$ cat src/rtl/vdp_pkg.sv
`default_nettype none
// ---------------------------------------------------------------------------
// vdp_pkg : shared constants and types for the VDP CPU-side port
// Revision: 1.0
// ---------------------------------------------------------------------------
package vdp_pkg;

  localparam logic [7:0] PORT_DATA = 8'hBE;
  localparam logic [7:0] PORT_CTRL = 8'hBF;

  localparam int ST_F_BIT  = 7;
  localparam int ST_5S_BIT = 6;
  localparam int ST_C_BIT  = 5;

  localparam logic [1:0] CTRL_OP_READ  = 2'b00;
  localparam logic [1:0] CTRL_OP_WRITE = 2'b01;

  typedef enum logic [1:0] {
    ST_IDLE    = 2'd0,
    ST_RD_REQ  = 2'd1,
    ST_RD_WAIT = 2'd2
  } fsm_state_t;

  function automatic logic is_reg_write(input logic [7:0] ctrl_byte);
    return ctrl_byte[7];
  endfunction

endpackage
`default_nettype wire

$ cat src/rtl/vdp_status_reg.sv
`default_nettype none
// ---------------------------------------------------------------------------
// vdp_status_reg : F / 5S / C flags and fifth-sprite index, set wins over clear
// Revision: 1.0
// ---------------------------------------------------------------------------
module vdp_status_reg
  import vdp_pkg::*;
(
  input  logic       clk,
  input  logic       reset,
  input  logic       vblank_set,
  input  logic       coll_set,
  input  logic       fifth_set,
  input  logic [4:0] fifth_num,
  input  logic       clear,
  output logic [7:0] status_q,
  output logic       flag_f
);

  logic       f_flag;
  logic       s5_flag;
  logic       c_flag;
  logic [4:0] fifth_idx;

  always_ff @(posedge clk) begin
    if (reset) begin
      f_flag    <= 1'b0;
      s5_flag   <= 1'b0;
      c_flag    <= 1'b0;
      fifth_idx <= 5'd0;
    end else begin
      if (vblank_set)  f_flag <= 1'b1;
      else if (clear)  f_flag <= 1'b0;

      if (coll_set)    c_flag <= 1'b1;
      else if (clear)  c_flag <= 1'b0;

      // Only the first fifth-sprite event of a frame is kept.
      if (fifth_set && (!s5_flag || clear)) begin
        s5_flag   <= 1'b1;
        fifth_idx <= fifth_num;
      end else if (clear) begin
        s5_flag <= 1'b0;
      end
    end
  end

  always_comb begin
    status_q            = 8'h00;
    status_q[ST_F_BIT]  = f_flag;
    status_q[ST_5S_BIT] = s5_flag;
    status_q[ST_C_BIT]  = c_flag;
    status_q[4:0]       = s5_flag ? fifth_idx : 5'h1F;
  end

  assign flag_f = f_flag;

endmodule
`default_nettype wire

$ cat src/rtl/vdp_cpu_port.sv
`default_nettype none
// ---------------------------------------------------------------------------
// vdp_cpu_port : VDP CPU front end - control latch, VRAM address/prefetch, R0-R7, status
// Revision: 1.0
// ---------------------------------------------------------------------------
module vdp_cpu_port
  import vdp_pkg::*;
#(
  parameter int RD_LATENCY = 2,
  parameter int ADDR_W     = 14
) (
  input  logic              clk,
  input  logic              reset,
  input  logic              wr_data,
  input  logic              wr_ctrl,
  input  logic              rd_data,
  input  logic              rd_ctrl,
  input  logic [7:0]        cpu_din,
  output logic [7:0]        data_q,
  output logic [7:0]        status_q,
  output logic [ADDR_W-1:0] vram_addr,
  output logic [7:0]        vram_wdata,
  output logic              vram_wr,
  output logic              vram_rd,
  input  logic [7:0]        vram_q,
  input  logic              vblank_set,
  input  logic              coll_set,
  input  logic              fifth_set,
  input  logic [4:0]        fifth_num,
  output logic [63:0]       regs,
  output logic              int_n,
  output logic              busy,
  output logic              overrun
);

  localparam int CNT_W = 2;

  fsm_state_t         state;
  logic [CNT_W-1:0]   wait_cnt;
  logic               latch;
  logic [7:0]         tmp;
  logic [ADDR_W-1:0]  addr;
  logic [7:0][7:0]    reg_file;
  logic               pend_valid;
  logic [7:0]         pend_data;
  logic               restart;
  logic               skip_inc;
  logic               flag_f;

  logic ctrl_second, addr_load, read_setup, reg_write, trig, idle;
  logic issue_pend, direct_wr, to_slot, wr_issue, start_rd, capture;

  always_comb begin
    ctrl_second = wr_ctrl && latch;
    addr_load   = ctrl_second && !is_reg_write(cpu_din);
    read_setup  = addr_load && (cpu_din[7:6] == CTRL_OP_READ);
    reg_write   = ctrl_second && is_reg_write(cpu_din);
    trig        = rd_data || read_setup;
    idle        = (state == ST_IDLE);
    issue_pend  = idle && pend_valid;
    direct_wr   = wr_data && idle && !pend_valid;
    to_slot     = wr_data && !direct_wr;
    wr_issue    = issue_pend || direct_wr;
    // A VRAM write in flight takes the port first; the read is deferred.
    start_rd    = idle && !wr_issue && (trig || restart);
    capture     = (state == ST_RD_WAIT) && (wait_cnt == '0);
  end

  always_ff @(posedge clk) begin
    if (reset) begin
      state      <= ST_IDLE;
      wait_cnt   <= '0;
      latch      <= 1'b0;
      tmp        <= 8'h00;
      addr       <= '0;
      reg_file   <= '0;
      pend_valid <= 1'b0;
      pend_data  <= 8'h00;
      restart    <= 1'b0;
      skip_inc   <= 1'b0;
      overrun    <= 1'b0;
      data_q     <= 8'h00;
      vram_wdata <= 8'h00;
      vram_wr    <= 1'b0;
      vram_rd    <= 1'b0;
    end else begin
      if (wr_data || rd_data || rd_ctrl) latch <= 1'b0;
      else if (wr_ctrl)                  latch <= !latch;
      if (wr_ctrl && !latch) tmp <= cpu_din;

      if (reg_write) reg_file[cpu_din[2:0]] <= tmp;

      // The counter advances after the cycle that used it, so vram_addr
      // always shows the address of the access currently on the port.
      if (addr_load)
        addr <= ADDR_W'({cpu_din[5:0], tmp});
      else if (vram_wr || (capture && !skip_inc))
        addr <= addr + 1'b1;

      if (start_rd)              skip_inc <= 1'b0;
      else if (addr_load && !idle) skip_inc <= 1'b1;

      if (start_rd)  restart <= 1'b0;
      else if (trig) restart <= 1'b1;

      if (to_slot) begin
        pend_valid <= 1'b1;
        pend_data  <= cpu_din;
        if (pend_valid && !issue_pend) overrun <= 1'b1;
      end else if (issue_pend) begin
        pend_valid <= 1'b0;
      end

      vram_wr <= wr_issue;
      if (wr_issue) begin
        vram_wdata <= issue_pend ? pend_data : cpu_din;
        data_q     <= issue_pend ? pend_data : cpu_din;
      end

      vram_rd <= 1'b0;
      case (state)
        ST_IDLE: begin
          if (start_rd) begin
            state   <= ST_RD_REQ;
            vram_rd <= 1'b1;
          end
        end
        ST_RD_REQ: begin
          state    <= ST_RD_WAIT;
          wait_cnt <= CNT_W'(RD_LATENCY - 1);
        end
        ST_RD_WAIT: begin
          if (wait_cnt == '0) begin
            data_q <= vram_q;
            state  <= ST_IDLE;
          end else begin
            wait_cnt <= wait_cnt - 1'b1;
          end
        end
        default: state <= ST_IDLE;
      endcase
    end
  end

  vdp_status_reg u_status (
    .clk        (clk),
    .reset      (reset),
    .vblank_set (vblank_set),
    .coll_set   (coll_set),
    .fifth_set  (fifth_set),
    .fifth_num  (fifth_num),
    .clear      (rd_ctrl),
    .status_q   (status_q),
    .flag_f     (flag_f)
  );

  assign vram_addr = addr;
  assign regs      = reg_file;
  assign busy      = (state != ST_IDLE);
  assign int_n     = ~(flag_f & reg_file[1][5]);

endmodule
`default_nettype wire

$ cat config.mk
export PLATFORM = sky130hd
export DESIGN_NAME = vdp_cpu_port
export DESIGN_NICKNAME = d
export VERILOG_FILES = /design/src/rtl/vdp_pkg.sv /design/src/rtl/vdp_status_reg.sv /design/src/rtl/vdp_cpu_port.sv
export SDC_FILE = /design/constraint.sdc
export NUM_CORES = 1
export LEC_CHECK = 0
export CAP_MARGIN = 15
export CORE_MARGIN = 5
export CORE_UTILIZATION = 48
export DETAILED_ROUTE_END_ITERATION = 16
export PLACE_DENSITY = 0.79
export SKIP_CTS_REPAIR_TIMING = 1
export SLEW_MARGIN = 20
export SYNTH_ARGS = -nofsm -noshare
export SYNTH_HDL_FRONTEND = slang
export SYNTH_SLANG_ARGS = --single-unit
$ cat constraint.sdc
create_clock -name clk -period 2.7 [get_ports clk]
set_clock_uncertainty 0.05 [all_clocks]
set_input_delay 0.54 -clock clk [delete_from_list [all_inputs] [get_ports clk]]
set_output_delay 0.54 -clock clk [all_outputs]
set_load 0.005 [all_outputs]
==> results.yml, run 1 <==
cts:
  tritoncts: "built"
  clk_pin_slew_ns: 0.06
  cts_buffers: 17
  cts_htree_levels: 4
  cts.sinks: 129
  clk-insertion-delay-late_ns: 0.50
  clockBufferDepth: 2
  cts-root-buf: "clkbuf_8"
die:
  num_rows: 38
  dieHeight_um: 113.9
  io-pin-count: 137
  initial_core_util_pct: 48.48
  fp.dieW_um: 113.9
  die-area_sq_mm: 0.01298
  coreArea_sq_mm: 0.01070
outcome:
  status: "complete, no violations"
timing:
  holdWs_ns: 0.4245
  timing.final.crit_share_pct: 91.59
  min_period_ns: 2.473
  setup_ws_ns: 0.2270
  setup_viol: 0
  tightest_slew_ns: 0.6236
  slew_violations: 0
  max_freq_ghz: 0.4044
  hold_viol: 0
  fin_setup_tns_ns: 0
  relSlewSlack_pct: 58.37
  rsz0062_at_grt: "no"
synth:
  synth-edff-count: 0
  avgSynthCellArea_sq_um: 9.083
  synth_cell_type_count: 44
  synth_area_sq_mm: 0.005186
  synth_fp_nets: 603
  seq_area_frac_synth_pct: 49.79
  synthArstFlopShare_pct: 0
  ys_seq_elements: 129
  ys.flop_type: "dfxtp_1"
  synth_cells: 571
  ys_warn_count: 0
setup_path:
  cp.required_ns: 2.11
  path_cells: "or2_4 > clkdlybuf4s50_1"
  crit_path_max_fanout: 25
  cpPeakStageDelay_ns: 0.56
  cp_slowest_cell: "clkdlybuf4s50_1"
  path_depth: 2
  cp_num_buf_inv: 1
  ff2ff_path_depth: 6
  cp_top_family: "buffers and inverters"
  critPathCaptureType: "primary output"
  crit_type: "flip-flop to primary output"
  arrival_ns: 1.88
  critPathLaunchType: "flip-flop"
hold_path:
  min-delay-path-class: "input port to flip-flop"
  hold_depth: 2
drt:
  drc_errors: 0
  routed_via_density: 5.220
  ant_nets: 0
  detail_route.iter0.violations: 300
  drt_wl_total_um: 13920
  vias: 4411
  drt_first_pass_iters: 4
  routedWlPerCell_um: 16.47
placed_design:
  dpl_worst_slack_ns: 0.1900
  dp_cells: 813
  port_buffers: 136
  gp_congestion: 0.8262
  hpwl_um: 9726
  placedInstanceArea_sq_mm: 0.006629
final_layout:
  final_cell_count_no_fill: 845
  area_growth_pct: 38.58
  nets: 724
  antenna_cells: 0
  stdcell_area_sq_mm: 0.007187
  num-fill-cells: 844
  drive_above_1_share_pct: 8.227
power_and_ir_drop:
  intPower_mw: 3.430
  clkPwrFrac_pct: 46.7
  p_sw_mw: 1.082
  swShare_pct: 23.98
  p_leak_nw: 2.711
  p_comb_share_pct: 8.3
  power_density_mw_per_mm2: 627.9
  ir_worst_vdd_mv: 0.4272
  seqPwrFrac_pct: 45.0
grt:
  grtUsageTotal_pct: 21.52
  grt_overflow: 0
  grt_pass1_wl_um: 22390
  grt_max_degree: 58
  grt_pass1_vias: 4322
  antenna_found_initial: 0
flow_run:
  cap_viol_max_count: 0
## cell families (layout without fill, tap and decap cells)
logic type               count (synthesis)  in the layout  synth area share [%]
flip-flops                             129            129                 49.79
buffers and inverters                   53            187                 4.101
AND/OR/NAND/NOR                        227            227                 20.07
multiplexers                            79             79                 15.25
adder cells (fa/ha/maj)                  2              2                0.4824
AO/OA/AOI/OAI                           77             77                 9.626
XOR/XNOR                                 4              4                0.6756
## layout by cell type (no fill, tap or decap), drive strengths merged, types with 11 or more instances in the layout
| master | n |
|---|---|
| o21ai | 12 |
| clkbuf | 20 |
| nor3 | 12 |
| nand2 | 31 |
| buf | 11 |
| clkdlybuf4s50 | 135 |
| mux2i | 79 |
| a21oi | 32 |
| dfxtp | 129 |
| nor2 | 135 |
## power groups by stage
stage / sequential [mW] / combinational (mW) / clock (mW)
2_1_floorplan: 2.04 / 0.212 / 0
3_3_place_gp: 2.07 / 0.360 / 0
3_5_place_dp: 2.07 / 0.372 / 0
4_1_cts: 2.03 / 0.374 / 2.13
5_1_grt: 2.04 / 0.412 / 2.24
6_report: 2.03 / 0.373 / 2.11
## state kept, by name, indices dropped and copies added, names as in the netlist, 5 cells and up
name and count:
data_q 8, pend_data 8, regs 64, tmp 8, u_status.fifth_idx 5, vram_addr 14, vram_wdata 8
## worst paths after layout
kind	endpoint	slack [ns]	start
hold / removal	regs[31]$_SDFFE_PP0P_	0.42	reset
hold reg to reg	overrun$_SDFFE_PP0P_	0.43	overrun$_SDFFE_PP0P_
setup / recovery	busy	0.23	state[0]$_SDFFE_PP0P_
setup reg to reg	vram_addr[8]$_SDFFE_PP0P_	0.56	wait_cnt[1]$_SDFFE_PP0P_
## metal layers
metal  track usage, %  vias to the layer above  wire (um)
met3            6.790                        6       1074
met1            29.11                     2080       6281
met2            33.45                      128       6453
li1                 -                     2197          -
met5                0                        -          0
met4            5.622                        0        106
## cells in the mapped netlist (all sizes together) (2+ instances only)
library cell    n  area (sq um)
or2             2         12.51
or3             8         53.80
nor2b          10         62.56
o221ai          8         70.07
o21ai          12         63.81
buf            15         70.07
a211oi          6         45.04
a311oi          9         78.83
nor3           12         60.06
mux2i          79         790.8
clkbuf         29         108.9
ha              2         25.02
inv             9         33.78
nor2          135         521.8
xor2            3         26.28
nor3b           2         15.01
nand2b          9         56.30
or4             6         48.80
a21oi          32         160.2
dfxtp         129          2582
nand4           3         25.02
o31ai           4         30.03
nand2          31         116.4
nand3           4         20.02
## area by class of cell
type                       instances  area, sq um  share of cell area (%)
clock buffer                      20        445.4                   6.198
sequential                       129         2582                   35.93
timing repair buffer             146         1446                   20.13
clock inverter                    12        110.1                   1.532
multi-input combinational        389         2394                   33.30
inverter                           9        33.78                  0.4701
tap                              140        175.2                   2.437
## stage by stage
step	util (%)	power [mW]
floorplan	-	2.249
global placement	61.96	2.431
detailed placement	61.96	2.446
CTS	67.16	4.540
global route	67.18	4.694
finish	67.18	4.512
No activity file was read; power rests on OpenSTA's default activity.
==> run 2, diff against run 1 <==
--- a/config.mk
+++ b/config.mk
@@ -8,7 +8,10 @@
 export CAP_MARGIN = 15
 export CORE_MARGIN = 5
 export CORE_UTILIZATION = 48
+export CTS_CLUSTER_DIAMETER = 120
+export CTS_CLUSTER_SIZE = 24
 export DETAILED_ROUTE_END_ITERATION = 16
+export GPL_ROUTABILITY_DRIVEN = 0
 export PLACE_DENSITY = 0.79
 export SKIP_CTS_REPAIR_TIMING = 1
 export SLEW_MARGIN = 20
==> results of run 2 <==
Final layout, timing and power as in run 1 (identical DEF).
==> run 3, diff against run 2 <==
--- a/config.mk
+++ b/config.mk
@@ -13,6 +13,7 @@
 export DETAILED_ROUTE_END_ITERATION = 16
 export GPL_ROUTABILITY_DRIVEN = 0
 export PLACE_DENSITY = 0.79
+export REMOVE_ABC_BUFFERS = 1
 export SKIP_CTS_REPAIR_TIMING = 1
 export SLEW_MARGIN = 20
 export SYNTH_ARGS = -nofsm -noshare
==> run 3 against run 2 <==
Die area unchanged. Cell count down 0.59%. Sequential power about the same. Largest cell class unchanged. Largest power group unchanged.
==> results.yml, run 3 (synthesis results as in run 1) <==
cts:
  clockBufferDepth: 2
  clk_pin_slew_ns: 0.06
  cts.sinks: 129
  cts-root-buf: "clkbuf_8"
  cts_buffers: 17
  tritoncts: "built"
  clk-insertion-delay-late_ns: 0.51
  cts_htree_levels: 4
drt:
  ant_nets: 0
  routedWlPerCell_um: 16.43
  detail_route.iter0.violations: 352
  drt_first_pass_iters: 5
  drt_wl_total_um: 13800
  drc_errors: 0
  vias: 4477
  routed_via_density: 5.330
outcome:
  status: "complete, no violations"
placed_design:
  port_buffers: 136
  hpwl_um: 9424
  placedInstanceArea_sq_mm: 0.006591
final_layout:
  multi_input_area_sq_mm: 0.002391
  area_growth_pct: 39.98
  regArea_sq_mm: 0.002582
  nets: 719
  final_core_util_pct: 67.86
  drive_above_1_share_pct: 7.286
  final_common_cell: "clkdlybuf4s50_1"
  antenna_cells: 0
  stdcell_area_sq_mm: 0.007259
  largest_register_ffs: 64
  final_cell_mix: "clkdlybuf4s50_1 (135), nor2_1 (129), dfxtp_1 (129), mux2i_1 (79), a21oi_1 (32)"
  num-fill-cells: 860
timing:
  tightest_slew_ns: 0.7720
  min_period_ns: 2.480
  slew_violations: 0
  hold_viol: 0
  timing.final.crit_share_pct: 91.87
  relSlewSlack_pct: 48.53
  rsz0062_at_grt: "no"
  max_freq_ghz: 0.4032
  fin_setup_tns_ns: 0
  setup_viol: 0
power_and_ir_drop:
  power_mw: 4.966
  p_leak_nw: 2.758
  power_density_mw_per_mm2: 684.1
  ir_worst_vdd_mv: 0.3833
grt:
  grt_pass1_wl_um: 22450
  grtUsageTotal_pct: 21.57
  antenna_found_initial: 0
  grt_max_degree: 78
  grt_pass1_vias: 4389
  grt_overflow: 0
setup_path:
  reg2reg_to: "vram_addr[10]$_SDFFE_PP0P_"
  arrival_ns: 1.89
  cp.required_ns: 2.11
  cp_slowest_cell: "clkdlybuf4s50_1"
  crit_type: "flip-flop to primary output"
  critPathCaptureType: "primary output"
  cpPeakStageDelay_ns: 0.56
  critPathLaunchType: "flip-flop"
  timing.rr.start: "wait_cnt[0]$_SDFFE_PP0P_"
  path_cells: "or2_2 > clkdlybuf4s50_1"
  ff2ff_path_depth: 6
  crit_path_max_fanout: 12
  rrSetupSlack_ns: 0.59
die:
  num_rows: 38
  fp.dieW_um: 113.9
  die-area_sq_mm: 0.01298
  initial_core_util_pct: 48.48
  dieHeight_um: 113.9
  io-pin-count: 137
  coreArea_sq_mm: 0.01070
hold_path:
  hold_start: "overrun$_SDFFE_PP0P_"
  min-delay-path-class: "flip-flop to flip-flop"
  hold_end: "overrun$_SDFFE_PP0P_"
  hold_depth: 2
flow_run:
  cap_viol_max_count: 0
-- run 3: cell types whose count changed in the layout (fill, tap and decap cells not counted) --
cell / change
clkbuf_1: +2
or2_2: +1
buf_4: -5
clkbuf_8: +1
inv_6: -1
bufinv_16: +5
or2_4: -1
clkinvlp_4: -6
clkinv_2: -1
-- run 3: area by class of cell --
| class | count | area share, % |
|---|---|---|
| Sequential cell | 129 | 35.57 |
| Multi-Input combinational cell | 389 | 32.94 |
| Timing Repair Buffer | 141 | 19.41 |
| Clock buffer | 23 | 6.429 |
| Clock inverter | 9 | 2.775 |
| Tap cell | 140 | 2.413 |
| Inverter | 9 | 0.4654 |
-- run 3: power by group --
part / switching [mW] / internal (mW) / total [mW]
Sequential: 0.0690 / 1.97 / 2.03
Clock: 0.805 / 1.76 / 2.57
Combinational: 0.171 / 0.195 / 0.366
-- run 3: how the worst max path moves through the flow --
stage,slack [ns],startpoint,cells past startpoint,endpoint
2_1_floorplan,0.78,state[1]$_SDFFE_PP0P_,4,data_q[0]$_SDFF_PP0_
3_3_place_gp,0.29,cpu_din[7],5,regs[26]$_SDFFE_PP0P_
3_5_place_dp,0.23,cpu_din[0],5,regs[0]$_SDFFE_PP0P_
4_1_cts,0.20,state[1]$_SDFFE_PP0P_,2,busy
5_1_grt,0.10,state[1]$_SDFFE_PP0P_,2,busy
6_report,0.22,state[1]$_SDFFE_PP0P_,2,busy
-- run 3: per-stage QoR --
| step | hold slack, ns | setup slack, ns | cells |
|---|---|---|---|
| floorplan | 0.4043 | 0.7806 | 527 |
| global placement | 0.4127 | 0.2944 | 808 |
| detailed placement | 0.4167 | 0.2325 | 808 |
| CTS | 0.4297 | 0.1952 | 840 |
| global route | 0.4685 | 0.1014 | 840 |
| finish | 0.4302 | 0.2196 | 840 |
-- run 3: per-layer routing --
metal / part of all wire (%) / vias up / global-route usage (%)
met3: 5.1 / 20 / 4.244
met2: 50 / 131 / 35.13
li1: - / 2190 / -
met5: 0 / - / 0
met1: 44 / 2136 / 28.52
met4: 1.8 / 0 / 7.838
-- run 3: critical path: cells and delay by family, from the launching register on --
family / cells / cell delay, ns
AND/OR/NAND/NOR: 1 / 0.33
flip-flops: 1 / 0.49
buffers and inverters: 1 / 0.56
